[config.mk]
export PLATFORM = sky130hd
export DESIGN_NAME = shared_ram_arbiter
export DESIGN_NICKNAME = d
export VERILOG_FILES = /design/src/rtl/shared_ram_arbiter.sv
export SDC_FILE = /design/constraint.sdc
export NUM_CORES = 1
export LEC_CHECK = 0
export ABC_AREA = 1
export BUFFER_PORTS_ARGS = -buffer_cell sky130_fd_sc_hd__buf_2
export CORE_MARGIN = 1
export CORE_UTILIZATION = 30
export CTS_CLUSTER_SIZE = 25
export DETAILED_ROUTE_END_ITERATION = 8
export GPL_TIMING_DRIVEN = 0
export SYNTH_ARGS = -nofsm -noshare
export SYNTH_HDL_FRONTEND = slang
export SYNTH_SLANG_ARGS = --single-unit
export TNS_END_PERCENT = 30
[constraint.sdc]
create_clock -name clk -period 2.8 [get_ports clk]
set_clock_uncertainty 0.1 [all_clocks]
set_input_delay 0.14 -clock clk [delete_from_list [all_inputs] [get_ports clk]]
set_output_delay 0.14 -clock clk [all_outputs]
set_load 0.02 [all_outputs]
[src/rtl/shared_ram_arbiter.sv]
// shared_ram_arbiter
//   Serialises 68K and Z80 accesses to the single-port sound shared RAM.
//   One access is in flight at a time; the 68K gets DTACK, the Z80 gets WAIT.
//   Optional build macro: SHARED_RAM_Z80_PRIO_EN. When it is defined, the Z80 always wins
//   a simultaneous request and no last-grant state exists. When it is undefined, ties
//   alternate (round-robin).
module shared_ram_arbiter #(
  parameter int ADDR_W = 11,
  parameter int DATA_W = 8,
  parameter int RD_LAT = 1
) (
  input  logic              clk,
  input  logic              reset,
  input  logic              m68k_cs,
  input  logic              m68k_rw,
  input  logic              m68k_lds_n,
  input  logic [ADDR_W-1:0] m68k_addr,
  input  logic [DATA_W-1:0] m68k_din,
  output logic [DATA_W-1:0] m68k_dout,
  output logic              m68k_dtack_n,
  input  logic              z80_cs,
  input  logic              z80_rd_n,
  input  logic              z80_wr_n,
  input  logic [ADDR_W-1:0] z80_addr,
  input  logic [DATA_W-1:0] z80_din,
  output logic [DATA_W-1:0] z80_dout,
  output logic              z80_wait_n,
  output logic [ADDR_W-1:0] ram_addr,
  output logic [DATA_W-1:0] ram_din,
  output logic              ram_we,
  input  logic [DATA_W-1:0] ram_dout
);

  typedef enum logic [2:0] {
    S_IDLE,
    S_GNT_68K,
    S_GNT_Z80,
    S_WAIT_RD,
    S_ACK
  } state_t;

  // Final count value of the read-wait counter; RD_LAT is 1 or 2.
  localparam logic [1:0] LP_CNT_LAST = 2'(RD_LAT - 1);

  state_t            r_state;
  state_t            w_state_next;

  logic              r_owner_z80;
  logic              w_owner_z80_next;
  logic              r_is_rd;
  logic              w_is_rd_next;
  logic [1:0]        r_cnt;
  logic [1:0]        w_cnt_next;
  logic [ADDR_W-1:0] r_ram_addr;
  logic [ADDR_W-1:0] w_ram_addr_next;
  logic [DATA_W-1:0] r_ram_din;
  logic [DATA_W-1:0] w_ram_din_next;
  logic              r_ram_we;
  logic              w_ram_we_next;
  logic [DATA_W-1:0] r_m68k_dout;
  logic [DATA_W-1:0] w_m68k_dout_next;
  logic [DATA_W-1:0] r_z80_dout;
  logic [DATA_W-1:0] w_z80_dout_next;
  logic              r_m68k_done;
  logic              w_m68k_done_next;
  logic              r_z80_done;
  logic              w_z80_done_next;
  logic              r_m68k_dtack_n;
  logic              w_m68k_dtack_n_next;
  logic              w_enter_ack;

  logic              w_m68k_req;
  logic              w_z80_req;
  logic              w_pick_z80;

  // A select is served once; the done flag masks it until the select drops.
  assign w_m68k_req = m68k_cs & ~r_m68k_done;
  assign w_z80_req  = z80_cs & (~z80_rd_n | ~z80_wr_n) & ~r_z80_done;

`ifdef SHARED_RAM_Z80_PRIO_EN
  // Sound timing matters most: the Z80 wins every tie.
  assign w_pick_z80 = w_z80_req;
`else
  logic r_last_z80;
  logic w_last_z80_next;
  logic w_tie;

  assign w_tie      = w_m68k_req & w_z80_req;
  // On a tie, grant the side that lost the previous tie.
  assign w_pick_z80 = w_z80_req & (~w_m68k_req | ~r_last_z80);

  // Remember only tie outcomes. A grant that follows a lost tie is not a tie,
  // so it must not flip the round-robin pointer back.
  always_comb begin
    w_last_z80_next = r_last_z80;
    if ((r_state == S_IDLE) && w_tie) begin
      w_last_z80_next = w_pick_z80;
    end
  end

  // Register the tie-break pointer; after reset the Z80 counts as last granted.
  always_ff @(posedge clk or posedge reset) begin
    if (reset) begin
      r_last_z80 <= 1'b1;
    end else begin
      r_last_z80 <= w_last_z80_next;
    end
  end
`endif

  // Next-state and datapath decode for the access sequencer.
  always_comb begin
    w_state_next        = r_state;
    w_owner_z80_next    = r_owner_z80;
    w_is_rd_next        = r_is_rd;
    w_cnt_next          = r_cnt;
    w_ram_addr_next     = r_ram_addr;
    w_ram_din_next      = r_ram_din;
    w_ram_we_next       = 1'b0;
    w_m68k_dout_next    = r_m68k_dout;
    w_z80_dout_next     = r_z80_dout;
    w_m68k_done_next    = r_m68k_done;
    w_z80_done_next     = r_z80_done;
    w_m68k_dtack_n_next = r_m68k_dtack_n;
    w_enter_ack         = 1'b0;

    case (r_state)
      S_IDLE: begin
        if (w_pick_z80) begin
          w_state_next     = S_GNT_Z80;
          w_owner_z80_next = 1'b1;
          w_is_rd_next     = z80_wr_n;
          w_ram_addr_next  = z80_addr;
          w_ram_din_next   = z80_din;
          w_ram_we_next    = ~z80_wr_n;
        end else if (w_m68k_req) begin
          w_state_next     = S_GNT_68K;
          w_owner_z80_next = 1'b0;
          w_is_rd_next     = m68k_rw;
          w_ram_addr_next  = m68k_addr;
          w_ram_din_next   = m68k_din;
          // Only the low byte lives here; an upper-byte-only write is acked but dropped.
          w_ram_we_next    = ~m68k_rw & ~m68k_lds_n;
        end
      end
      S_GNT_68K, S_GNT_Z80: begin
        if (r_is_rd) begin
          w_state_next = S_WAIT_RD;
          w_cnt_next   = 2'd0;
        end else begin
          w_state_next = S_ACK;
          w_enter_ack  = 1'b1;
        end
      end
      S_WAIT_RD: begin
        if (r_cnt == LP_CNT_LAST) begin
          // A requester that gave up keeps its previous read data.
          if (r_owner_z80) begin
            if (z80_cs) begin
              w_z80_dout_next = ram_dout;
            end
          end else if (m68k_cs) begin
            w_m68k_dout_next = ram_dout;
          end
          w_state_next = S_ACK;
          w_enter_ack  = 1'b1;
        end else begin
          w_cnt_next = r_cnt + 2'd1;
        end
      end
      S_ACK: begin
        w_state_next = S_IDLE;
      end
      default: begin
        w_state_next = S_IDLE;
      end
    endcase

    // Completion is flagged on entry to ACK so Z80 WAIT releases in the ACK cycle.
    if (w_enter_ack) begin
      if (!r_owner_z80 && m68k_cs) begin
        w_m68k_done_next    = 1'b1;
        w_m68k_dtack_n_next = 1'b0;
      end
      if (r_owner_z80 && z80_cs) begin
        w_z80_done_next = 1'b1;
      end
    end

    // Dropping a select always clears its handshake state.
    if (!m68k_cs) begin
      w_m68k_done_next    = 1'b0;
      w_m68k_dtack_n_next = 1'b1;
    end
    if (!z80_cs) begin
      w_z80_done_next = 1'b0;
    end
  end

  // State register; reset abandons any access immediately.
  always_ff @(posedge clk or posedge reset) begin
    if (reset) begin
      r_state <= S_IDLE;
    end else begin
      r_state <= w_state_next;
    end
  end

  // Datapath and handshake registers; reset kills a pending write strobe.
  always_ff @(posedge clk or posedge reset) begin
    if (reset) begin
      r_owner_z80    <= 1'b0;
      r_is_rd        <= 1'b0;
      r_cnt          <= 2'd0;
      r_ram_addr     <= '0;
      r_ram_din      <= '0;
      r_ram_we       <= 1'b0;
      r_m68k_dout    <= '0;
      r_z80_dout     <= '0;
      r_m68k_done    <= 1'b0;
      r_z80_done     <= 1'b0;
      r_m68k_dtack_n <= 1'b1;
    end else begin
      r_owner_z80    <= w_owner_z80_next;
      r_is_rd        <= w_is_rd_next;
      r_cnt          <= w_cnt_next;
      r_ram_addr     <= w_ram_addr_next;
      r_ram_din      <= w_ram_din_next;
      r_ram_we       <= w_ram_we_next;
      r_m68k_dout    <= w_m68k_dout_next;
      r_z80_dout     <= w_z80_dout_next;
      r_m68k_done    <= w_m68k_done_next;
      r_z80_done     <= w_z80_done_next;
      r_m68k_dtack_n <= w_m68k_dtack_n_next;
    end
  end

  assign m68k_dout    = r_m68k_dout;
  assign m68k_dtack_n = r_m68k_dtack_n;
  assign z80_dout     = r_z80_dout;
  // WAIT follows the live request: it drops with the strobe and releases once done is set.
  assign z80_wait_n   = ~w_z80_req;
  assign ram_addr     = r_ram_addr;
  assign ram_din      = r_ram_din;
  assign ram_we       = r_ram_we;

endmodule
# Word level (Yosys, flattened, before mapping)
# Cells that the tools add are included.
[op_classes] n_addsub=1 n_mul=0 div=0 order_cmp=0 n_eq_ne=11 shift=0 mux=31 bitwise=18 reduce_logical=16
[op_table] op="$mux 11" count=2
[op_table] op="$mux 1" count=18
[op_table] op="$mux 8" count=2
[op_table] op="$mux 3" count=4
[op_table] op="$not 1->1" count=10
[op_table] op="$pmux 3 s3" count=1
[op_table] op="$ne 2x1->1 const B" count=4
[op_table] op="$reduce_and 2->1" count=4
[op_table] op="$reduce_and 4->1" count=2
[op_table] op="$and 1x1->1" count=6
[op_table] op="$eq 3x2->1 const B" count=2
[op_table] op="$ne 2x2->1 const B" count=3
[op_table] op="$mux 2" count=2
[op_table] op="$pmux 2 s2" count=1
[op_table] op="$reduce_bool 2->1" count=2
[op_table] op="$eq 3x1->1 const B" count=1
[op_table] op="$logic_and 1x1->1" count=3
[op_table] op="$logic_not 3->1" count=1
[op_table] op="$ne 3x3->1 const B" count=1
[op_table] op="$reduce_and 3->1" count=1
[op_table] op="$add 2x1->2 const B" count=1
[op_table] op="$logic_not 2->1" count=1
[op_table] op="$or 1x1->1" count=2
[op_table] op="$pmux 1 s2" count=1
[op_table] op="2 further kinds" count=2
[word_totals] regBits=47 latchBits=0 ram_bits=0 rom_bits=0 in_bits=54 output_inout_bits=38 elab_cells=90 n_memories=0

# Logic depth before layout (Yosys ltp)
# Gate-level depths: netlist of the first run.
[logic_depth] depth_word=7 mapped_depth=9 ltp_nobuf=8

# Worst setup path before layout of the first run
# No wires, ideal clock.
[synth_path] kind="register -> register" from="reg r_z80_done" to="reg r_ram_addr[0] (netlist: ram_addr[0])" arrival_ns=1.162 path_slack_ns=1.421 stages_incl_launch_ff=8 path_buffers=1 cell_sequence="dfrtp_1 nor2_2 nand2_2 a21oi_2 inv_2 buf_2 nand2_1 nand2_1"
[synth_between] elab_chain_len=5 word_cells_on_any_way=6 cone_classes="1 x mux; 3 x bitwise; 2 x reduce/logical"
[synth_lines] element="from (decl)" line="66" source="logic r_z80_done;"
[synth_lines] element="from (signal assigned)" line="233" source="r_z80_done <= w_z80_done_next;"
[synth_lines] element="$not 1->1 *" line="78" source="assign w_z80_req = z80_cs & (~z80_rd_n | ~z80_wr_n) & ~r_z80_done;"
[synth_lines] element="$and 1x1->1 *" line="78"
[synth_lines] element="$and 1x1->1 *" line="90" source="assign w_pick_z80 = w_z80_req & (~w_m68k_req | ~r_last_z80);"
[synth_lines] element="$reduce_bool 2->1 (no line)"
[synth_lines] element="$reduce_and 2->1 (no line)"
[synth_lines] element="to (signal assigned)" line="227" source="r_ram_addr <= w_ram_addr_next;"
[synth_lines] element="to (decl)" line="54" source="logic [ADDR_W-1:0] r_ram_addr;"
# Every way passes the cells marked *; elsewhere a longest branch is shown, timed or not.
# A chain may end at the register's enable or synchronous reset.

# Worst setup path after layout of the first run
[layout_path] from="in z80_cs" to="reg r_ram_din[6] (netlist: ram_din[6])"
[layout_between] elab_chain_len=5 word_cells_on_any_way=6 cone_classes="1 x mux; 3 x bitwise; 2 x reduce/logical"
[layout_lines] element="from (decl)" line="21" source="input logic z80_cs,"
[layout_lines] element="$and 1x1->1 * (2 in a row)" line="78"
[layout_lines] element="$and 1x1->1 *" line="90"
[layout_lines] element="$reduce_bool 2->1 (no line)"
[layout_lines] element="$reduce_and 2->1 (no line)"
[layout_lines] element="to (signal assigned)" line="228" source="r_ram_din <= w_ram_din_next;"
[layout_lines] element="to (decl)" line="56" source="logic [DATA_W-1:0] r_ram_din;"
# Marked as above.

==> results of run 1 <==
[per-layer routing]
metal  wire length, um  part of all wire
met1              2660              0.47
met5                 0                 0
met2              2660              0.46
met3               298             0.052
met4               103             0.018
[cells in the mapped netlist, drive strengths merged]
library cell / count / area (sq um)
inv: 43 / 161
nand3: 28 / 163
ha: 1 / 12.5
o21ai: 21 / 135
nor2: 6 / 30.0
nand3b: 17 / 128
clkbuf: 1 / 3.75
dfstp: 2 / 52.6
nand4: 2 / 12.5
buf: 11 / 77.6
nor3: 2 / 15.0
nand2: 105 / 402
dfrtp: 45 / 1130
a21oi: 3 / 18.8
[logic make-up (layout without fill, tap and decap cells)]
family	Yosys count	after routing	synth area share
flip-flops	47	47	0.504
AND/OR/NAND/NOR	160	160	0.321
buffers and inverters	55	166	0.104
AO/OA/AOI/OAI	24	24	0.0658
adder cells (fa/ha/maj)	1	1	0.00535
[worst paths after layout]
path | startpoint | to | slack [ns] | cells past startpoint
worst max-delay path | z80_cs | ram_din[6]$_DFFE_PP0P_ | 1.22 | 10
worst min register to register | m68k_dtack_n$_DFFE_PP1P_ | m68k_dtack_n$_DFFE_PP1P_ | 0.36 | 2
worst max register to register | r_state[0]$_DFFE_PP0P_ | ram_din[6]$_DFFE_PP0P_ | 1.25 | 9
worst min-delay path | m68k_din[5] | ram_din[5]$_DFFE_PP0P_ | 0.05 | 5
min in group asynchronous | reset | ram_din[2]$_DFFE_PP0P_ | 0.25 | 3
max in group asynchronous | reset | m68k_dtack_n$_DFFE_PP1P_ | 1.79 | 4
[sequential cells by signal, summed over array words and instances, names as in the netlist, 2 cells and up]
| signal | count |
|---|---|
| z80_dout | 8 |
| ram_din | 8 |
| ram_addr | 11 |
| r_state | 3 |
| r_cnt | 2 |
| m68k_dout | 8 |
[per-stage QoR]
step / instances / utilization
3_3_place_gp: 477 / 0.394
5_1_grt: 497 / 0.423
2_1_floorplan: 287 / -
3_5_place_dp: 478 / 0.396
4_1_cts: 497 / 0.423
6_report: 497 / 0.423
[final cells by class]
cell class                      instances  share of cell area
Clock buffer                            6              0.0232
Timing Repair Buffer                  103               0.187
Sequential cell                        47               0.376
Tap cell                               99              0.0396
Inverter                               43              0.0515
Multi-Input combinational cell        185               0.292
Clock inverter                          2             0.00400
Buffer                                 12              0.0260
[power by group through the flow]
stage | clock network (W) | logic [W] | registers [W]
3_5_place_dp | 0 | 0.00154 | 0.00118
3_3_place_gp | 0 | 0.00151 | 0.00118
6_report | 0.000406 | 0.00153 | 0.00117
5_1_grt | 0.000450 | 0.00171 | 0.00121
2_1_floorplan | 0 | 0.000727 | 0.00149
4_1_cts | 0.000417 | 0.00155 | 0.00117
[repair_timing]
action / CTS / global route
hold buffers: 11 / 0
setup buffers: 0 / 0
hold endpoints to repair: 25 / 0
endpoints found under the setup margin: 0 / 0
[critical path, stage by stage]
cell           delay, ns
dlygate4sd3_1       0.52
buf_2               0.12
inv_2               0.03
nor2_2              0.13
nand2_2             0.13
a21oi_2             0.23
inv_2               0.05
buf_2               0.18
nand2_1             0.08
nand2_1             0.05
==> flow_metrics.tcl, run 1 <==
set metrics [dict create \
    htreeDepth 2 \
    grt_pass1_vias 2054 \
    worstMarginPinSlew_ns 0.479 \
    drc 0 \
    grt_max_degree 33 \
    grt_overflow 0 \
    p_leak_nw 1.78 \
    initial_core_util 0.315 \
    use_met2 0.238 \
    drive_gt1_frac 0.344 \
    comb_power_share 0.492 \
    vias 2139 \
    io_buffers 91 \
    fmax_mhz 634 \
    rsz0062_at_grt "false" \
    seq_power_share 0.377 \
    drv_cap 0 \
    hpwl_um 4200 \
    critPathMaxFanout 10 \
    routed_wl_um 5720 \
    whs_ns 0.0469 \
    slew_viol_final 0 \
    clk_latency_ns 0.29 \
    grt_pass1_wl_um 9690 \
    synth_area_sq_um 2340 \
    syn-num-nets 342 \
    core_sq_um 7410 \
    dieArea_sq_um 8150 \
    grt_usage 0.148 \
    fin_ws_ns 1.22 \
    ctsResizeCount 0 \
    area_growth_pct 34.0 \
    pwr-share-clk 0.131 \
    yosysSeqAreaShare 0.504 \
    min_period_ns 1.58 \
    synthCells 287 \
    intPower_w 0.00172 \
    synth.distinct_cells 25 \
    antenna_cells 0 \
    ir_drop_mv 0.372 \
    dr.first_iter.drc_count 84 \
    totalPowerFinal_w 0.00311 \
    final.period_utilization 0.564 \
    avgSynthCellArea_sq_um 8.14 \
    yosys_warnings 0 \
    final_common_cell "nand2_1" \
    final_cell_mix "102 x nand2_1, 96 x buf_2, 45 x dfrtp_1" \
    seqCellArea_sq_um 1180 \
    hold_path_class "input pin to flop" \
    criticalPathCategory "input pin to flop" \
    setup_viol 0 \
    dpl_cell_area_sq_um 2940 \
    ys_ff_latch 47 \
    ant_nets 0 \
    crit_path_start_kind "input pin" \
    drtPass1Iterations 4 \
    design_area_sq_um 3130 \
    die_h_um 90.3 \
    fillCellCount 777 \
    die_x_um 90.3 \
    cts_buffers 5 \
    p_sw_w 0.00139 \
    cts_max_path_buffers 2 \
    final_nets 452 \
    cts_tree "done" \
    cp.required_ns 2.90 \
    rows 31 \
    vias_per_cell 4.30 \
    status "complete, no violations" \
    finalHoldViolCount 0 \
    clock_sinks 47 \
    grtUsageMet3 0.0337 \
    crit_path_end_kind "flop" \
    multi_input_area_sq_um 916 \
    busiest_layer "met2" \
    cts_root_buf "clkbuf_8" \
    switching_share 0.448 \
    pre_cts_slack_ns 1.25 \
    grt.met1_usage 0.195 \
    timing.slew.headroom 0.680 \
    ioPinCount 92 \
    wl_per_cell_um 11.5 \
    tns_ns 0 \
    power_per_cell_area_nw_per_um2 992 \
    place_congestion 0.758 \
    clk_pin_slew_ns 0.09 \
    antenna_found_initial 0 \
    worstPathArrival_ns 1.67 \
]
(Power assumes the default switching activity.)
==> run 2, diff against run 1 <==
clock period = 1.34 ns   (was 2.8 ns; I/O delays follow)
==> run 2 against run 1 <==
  * The flow now finishes with violations (setup timing)
  * Cell count increased by 8.2%
  * Combinational power is 140% higher
  * Non-clock buffer count increased by 41
  * Wire length is 18% higher
  * Clock power grew to 3.0 times the previous value
  * Critical path type is now flop to flop
==> flow_metrics.tcl, run 2 (synthesized netlist as in run 1, its figures left out) <==
set metrics [dict create \
    status "finished with violations" \
    violations "setup timing" \
    dr.first_iter.drc_count 64 \
    dpl_cell_area_sq_um 2950 \
    cts_root_buf "clkbuf_8" \
    final_common_cell "buf_2" \
    worstMarginPinSlew_ns 0.436 \
    antenna_found_initial 0 \
    place_congestion 0.745 \
    cts_buffers 5 \
    critPathMaxFanout 10 \
    routed_wl_um 6760 \
    seqCellArea_sq_um 1180 \
    cts_tree "done" \
    vias 2358 \
    totalPowerFinal_w 0.00739 \
    pre_cts_slack_ns -0.165 \
    drv_cap 0 \
    core_sq_um 7410 \
    hold_path_class "input pin to flop" \
    rows 31 \
    dieArea_sq_um 8150 \
    clk_latency_ns 0.30 \
    drive_gt1_frac 0.369 \
    drtPass1Iterations 4 \
    grt_pass1_vias 2401 \
    power_per_cell_area_nw_per_um2 1960 \
    fillCellCount 692 \
    final.period_utilization 1.04 \
    final_nets 493 \
    hpwl_um 4220 \
    fmax_mhz 716 \
    ir_drop_mv 0.869 \
    grt_max_degree 30 \
    setup_viol 23 \
    ioPinCount 92 \
    final_cell_mix "92 x buf_2, 87 x nand2_1, 48 x dlygate4sd3_1" \
    crit_path_start_kind "flop" \
    crit_path_end_kind "flop" \
    slew_viol_final 0 \
    min_period_ns 1.40 \
    criticalPathCategory "flop to flop" \
    fin_ws_ns -0.0565 \
    clock_sinks 47 \
    grt_usage 0.171 \
    initial_core_util 0.315 \
    cts_max_path_buffers 2 \
    wl_per_cell_um 12.6 \
    rsz0062_at_grt "true" \
    whs_ns 0.00000502 \
    area_growth_pct 61.2 \
    die_x_um 90.3 \
    clk_pin_slew_ns 0.08 \
    antenna_cells 0 \
    htreeDepth 2 \
    die_h_um 90.3 \
    p_leak_nw 2.04 \
    largest_register_ffs 11 \
    ant_nets 0 \
    vias_per_cell 4.38 \
    design_area_sq_um 3770 \
    grt_overflow 0 \
    io_buffers 91 \
    worstPathArrival_ns 1.48 \
    finalHoldViolCount 0 \
    grt_pass1_wl_um 11200 \
    cp.required_ns 1.43 \
    drc 0 \
    timing.slew.headroom 0.709 \
    multi_input_area_sq_um 1020 \
]
==> run 2: final cells by class <==
cell class / instances / share of cell area
Timing Repair Buffer: 144 / 0.268
Clock inverter: 2 / 0.0159
Sequential cell: 47 / 0.313
Clock buffer: 6 / 0.0193
Tap cell: 99 / 0.0329
Multi-Input combinational cell: 185 / 0.270
Inverter: 43 / 0.0442
Buffer: 12 / 0.0362
==> run 2: repair_timing <==
item | CTS | global route
endpoints found under the hold margin | 58 | 0
resized for setup | 31 | 15
pin swaps | 3 | 4
endpoints found under the setup margin | 41 | 41
hold buffers | 48 | 0
buffers inserted | 4 | 0
==> run 2: critical path: stages (launching register included) <==
cell,delay [ns]
dfstp_2,0.55
nand3_2,0.15
buf_2,0.24
nand3_1,0.11
nand2_1,0.05
nand2_1,0.05
nand2_1,0.05
==> run 2: layer usage <==
layer | wire length, um | vias up | GRT usage | part of all wire
met1 | 2970 | 1081 | 0.209 | 0.44
li1 | - | 1193 | - | -
met5 | 0 | - | 0 | 0
met3 | 281 | 8 | 0.0320 | 0.042
met2 | 3410 | 76 | 0.305 | 0.51
met4 | 93 | 0 | 0.0484 | 0.014
==> run 2: final timing paths <==
path | end | cells past startpoint | slack [ns] | startpoint
setup / recovery | ram_din[7]$_DFFE_PP0P_ | 6 | -0.06 | r_last_z80$_DFFE_PP1P_
setup reg to reg | ram_din[7]$_DFFE_PP0P_ | 6 | -0.06 | r_last_z80$_DFFE_PP1P_
hold reg to reg | r_last_z80$_DFFE_PP1P_ | 2 | 0.38 | r_last_z80$_DFFE_PP1P_
min in group asynchronous | z80_dout[0]$_DFFE_PP0P_ | 3 | 0.21 | reset
hold / removal | ram_addr[0]$_DFFE_PP0P_ | 4 | 0.000005 | z80_addr[0]
max in group asynchronous | m68k_dtack_n$_DFFE_PP1P_ | 4 | 0.35 | reset
==> run 2: where the power goes <==
group	total [W]	switching, W	internal [W]	leakage, nW
sequential	0.00251	0.000405	0.00210	0.590
combinational	0.00367	0.00223	0.00143	1.38
clock	0.00122	0.000473	0.000746	0.0654
total	0.00739	0.00311	0.00428	2.04
==> run 2: per-stage QoR <==
step,setup TNS (ns),instances,util
after floorplan,0,287,-
after global placement,-33.01,477,0.396
after detailed placement,-4.93,478,0.399
after CTS,-1.69,538,0.502
after global routing,-4.22,538,0.509
final,-0.948,538,0.509
==> run 3, diff against run 2 <==
clock period = 1.7 ns   (was 1.34 ns; I/O delays follow)
==> run 3 against run 2 <==
  * The flow now finishes without violations
  * Wire length decreased by 11%
  * Sequential power decreased by 23%
  * Critical path depth increased by 4
  * Count of clock-buffer cells in the layout unchanged
  * Total power decreased by 30%
  * Non-clock buffer count decreased by 21
  * Setup slack improved by 0.23 ns
  * Die area unchanged
  * Clock power decreased by 45%
  * Hold slack improved by 0.0015 ns
  * Sequential cell count unchanged
  * Critical path type is now input pin to flop
==> flow_metrics.tcl, run 3 (synthesized netlist as in run 1, its figures left out) <==
set metrics [dict create \
    critPathMaxFanout 10 \
    grt_overflow 0 \
    p_leak_nw 1.86 \
    worstPathArrival_ns 1.62 \
    crit_path_start_kind "input pin" \
    p_sw_w 0.00231 \
    timing.slew.headroom 0.674 \
    cts_buffers 5 \
    status "complete, no violations" \
    initial_core_util 0.315 \
    clock_sinks 47 \
    pwr-share-clk 0.129 \
    fmax_mhz 656 \
    setup_viol 0 \
    htreeDepth 2 \
    grt_pass1_vias 2175 \
    switching_share 0.447 \
    drc 0 \
    final_common_cell "nand2_1" \
    ioPinCount 92 \
    place_congestion 0.758 \
    worstMarginPinSlew_ns 0.489 \
    dpl_cell_area_sq_um 2940 \
    dieArea_sq_um 8150 \
    vias_per_cell 4.31 \
    whs_ns 0.00152 \
    drtPass1Iterations 4 \
    hold_path_class "input pin to flop" \
    ir_drop_mv 0.625 \
    criticalPathCategory "input pin to flop" \
    clk_pin_slew_ns 0.09 \
    routed_wl_um 6010 \
    antenna_cells 0 \
    die_x_um 90.3 \
    core_sq_um 7410 \
    final_util 0.450 \
    grt_usage 0.157 \
    cts_tree "done" \
    cts_max_path_buffers 2 \
    final_cell_mix "102 x nand2_1, 96 x buf_2, 45 x dfrtp_1" \
    power_per_cell_area_nw_per_um2 1550 \
    finalHoldViolCount 0 \
    crit_path_end_kind "flop" \
    min_period_ns 1.52 \
    crit_chain "dlygate4sd3_1 > buf_2 > inv_2 > nor2_2 > nand2_2 > a21oi_2 > inv_2 > buf_2 > nand2_1 > nand2_1" \
    slew_viol_final 0 \
    drive_gt1_frac 0.328 \
    die_h_um 90.3 \
    vias 2226 \
    intPower_w 0.00286 \
    antenna_found_initial 0 \
    dr.first_iter.drc_count 73 \
    postCtsSetupRepairBufs 0 \
    wl_per_cell_um 11.6 \
    hpwl_um 4200 \
    rows 31 \
    pre_cts_slack_ns 0.148 \
    grt_max_degree 33 \
    grt_pass1_wl_um 10300 \
    fin_ws_ns 0.176 \
    largest_register_ffs 11 \
    cp_slowest_cell "dlygate4sd3_1" \
    rsz0062_at_grt "false" \
    ant_nets 0 \
    final.period_utilization 0.897 \
    cts_root_buf "clkbuf_8" \
    final_nets 472 \
    design_area_sq_um 3340 \
    clk_latency_ns 0.29 \
    totalPowerFinal_w 0.00517 \
    cp.required_ns 1.79 \
    slowest_delay_ns 0.52 \
    area_growth_pct 42.8 \
    drv_cap 0 \
    fillCellCount 756 \
    seq_power_share 0.374 \
    io_buffers 91 \
    comb_power_share 0.497 \
]
==> run 3: cell types whose count changed in the layout (fill, tap and decap cells not counted), moves of 3 or more <==
cell	delta
buf_2	+4
buf_8	-4
nand2_1	+15
nand2_2	-12
nand2_4	-3
dlygate4sd3_1	-17
buf_6	-3
==> run 3: per-layer routing <==
metal,vias to the layer above,share of wire,wire (um),global-route usage
li1,1148,-,-,-
met1,998,0.45,2740,0.202
met2,70,0.47,2850,0.258
met3,10,0.050,299,0.0345
met4,0,0.022,131,0.0551
met5,-,0,0,0
==> run 3: path summary, 6_finish.rpt <==
kind                                               start                  endpoint  slack, ns  cells past startpoint
worst min register to register  m68k_dtack_n$_DFFE_PP1P_  m68k_dtack_n$_DFFE_PP1P_       0.36                      2
max in group asynchronous                          reset  m68k_dtack_n$_DFFE_PP1P_       0.75                      4
worst max-delay path                              z80_cs    ram_din[6]$_DFFE_PP0P_       0.18                     10
worst min-delay path                       m68k_addr[10]  ram_addr[10]$_DFFE_PP0P_      0.002                      5
worst max register to register    r_state[0]$_DFFE_PP0P_    ram_din[6]$_DFFE_PP0P_       0.19                      9
min in group asynchronous                          reset    ram_din[2]$_DFFE_PP0P_       0.19                      3
==> run 3: timing repair <==
item	in CTS	in global routing
hold endpoints to repair	61	0
hold buffers	31	0
gates resized for setup	0	1
endpoints found under the setup margin	0	12
==> run 3: through the flow <==
stage	instances	TNS, ns
floorplan	287	0
global placement	477	-11.71
detailed placement	478	0
CTS	517	0
global route	517	0
finish	517	0
==> run 3: final cells by class <==
cell class                 instances  area, sq um  area share
timing repair buffer             123          786       0.235
clock inverter                     2         12.5     0.00375
sequential                        47         1180       0.353
buffer                            12         81.3      0.0244
tap                               99          124      0.0371
clock buffer                       6         72.6      0.0217
inverter                          43          161      0.0484
multi-input combinational        185          921       0.276
==> run 3: worst max-delay path, delay by kind of cell <==
kind                   cells  cell delay, ns
buffers and inverters      5            0.90
AND/OR/NAND/NOR            4            0.39
AO/OA/AOI/OAI              1            0.23
==> run 3: power by group through the flow <==
| stage | sequential, W | combinational, W | clock (W) |
|---|---|---|---|
| 2_1_floorplan | 0.00246 | 0.00120 | 0 |
| 3_3_place_gp | 0.00195 | 0.00249 | 0 |
| 3_5_place_dp | 0.00194 | 0.00254 | 0 |
| 4_1_cts | 0.00193 | 0.00259 | 0.000686 |
| 5_1_grt | 0.00200 | 0.00287 | 0.000739 |
| 6_report | 0.00193 | 0.00257 | 0.000669 |
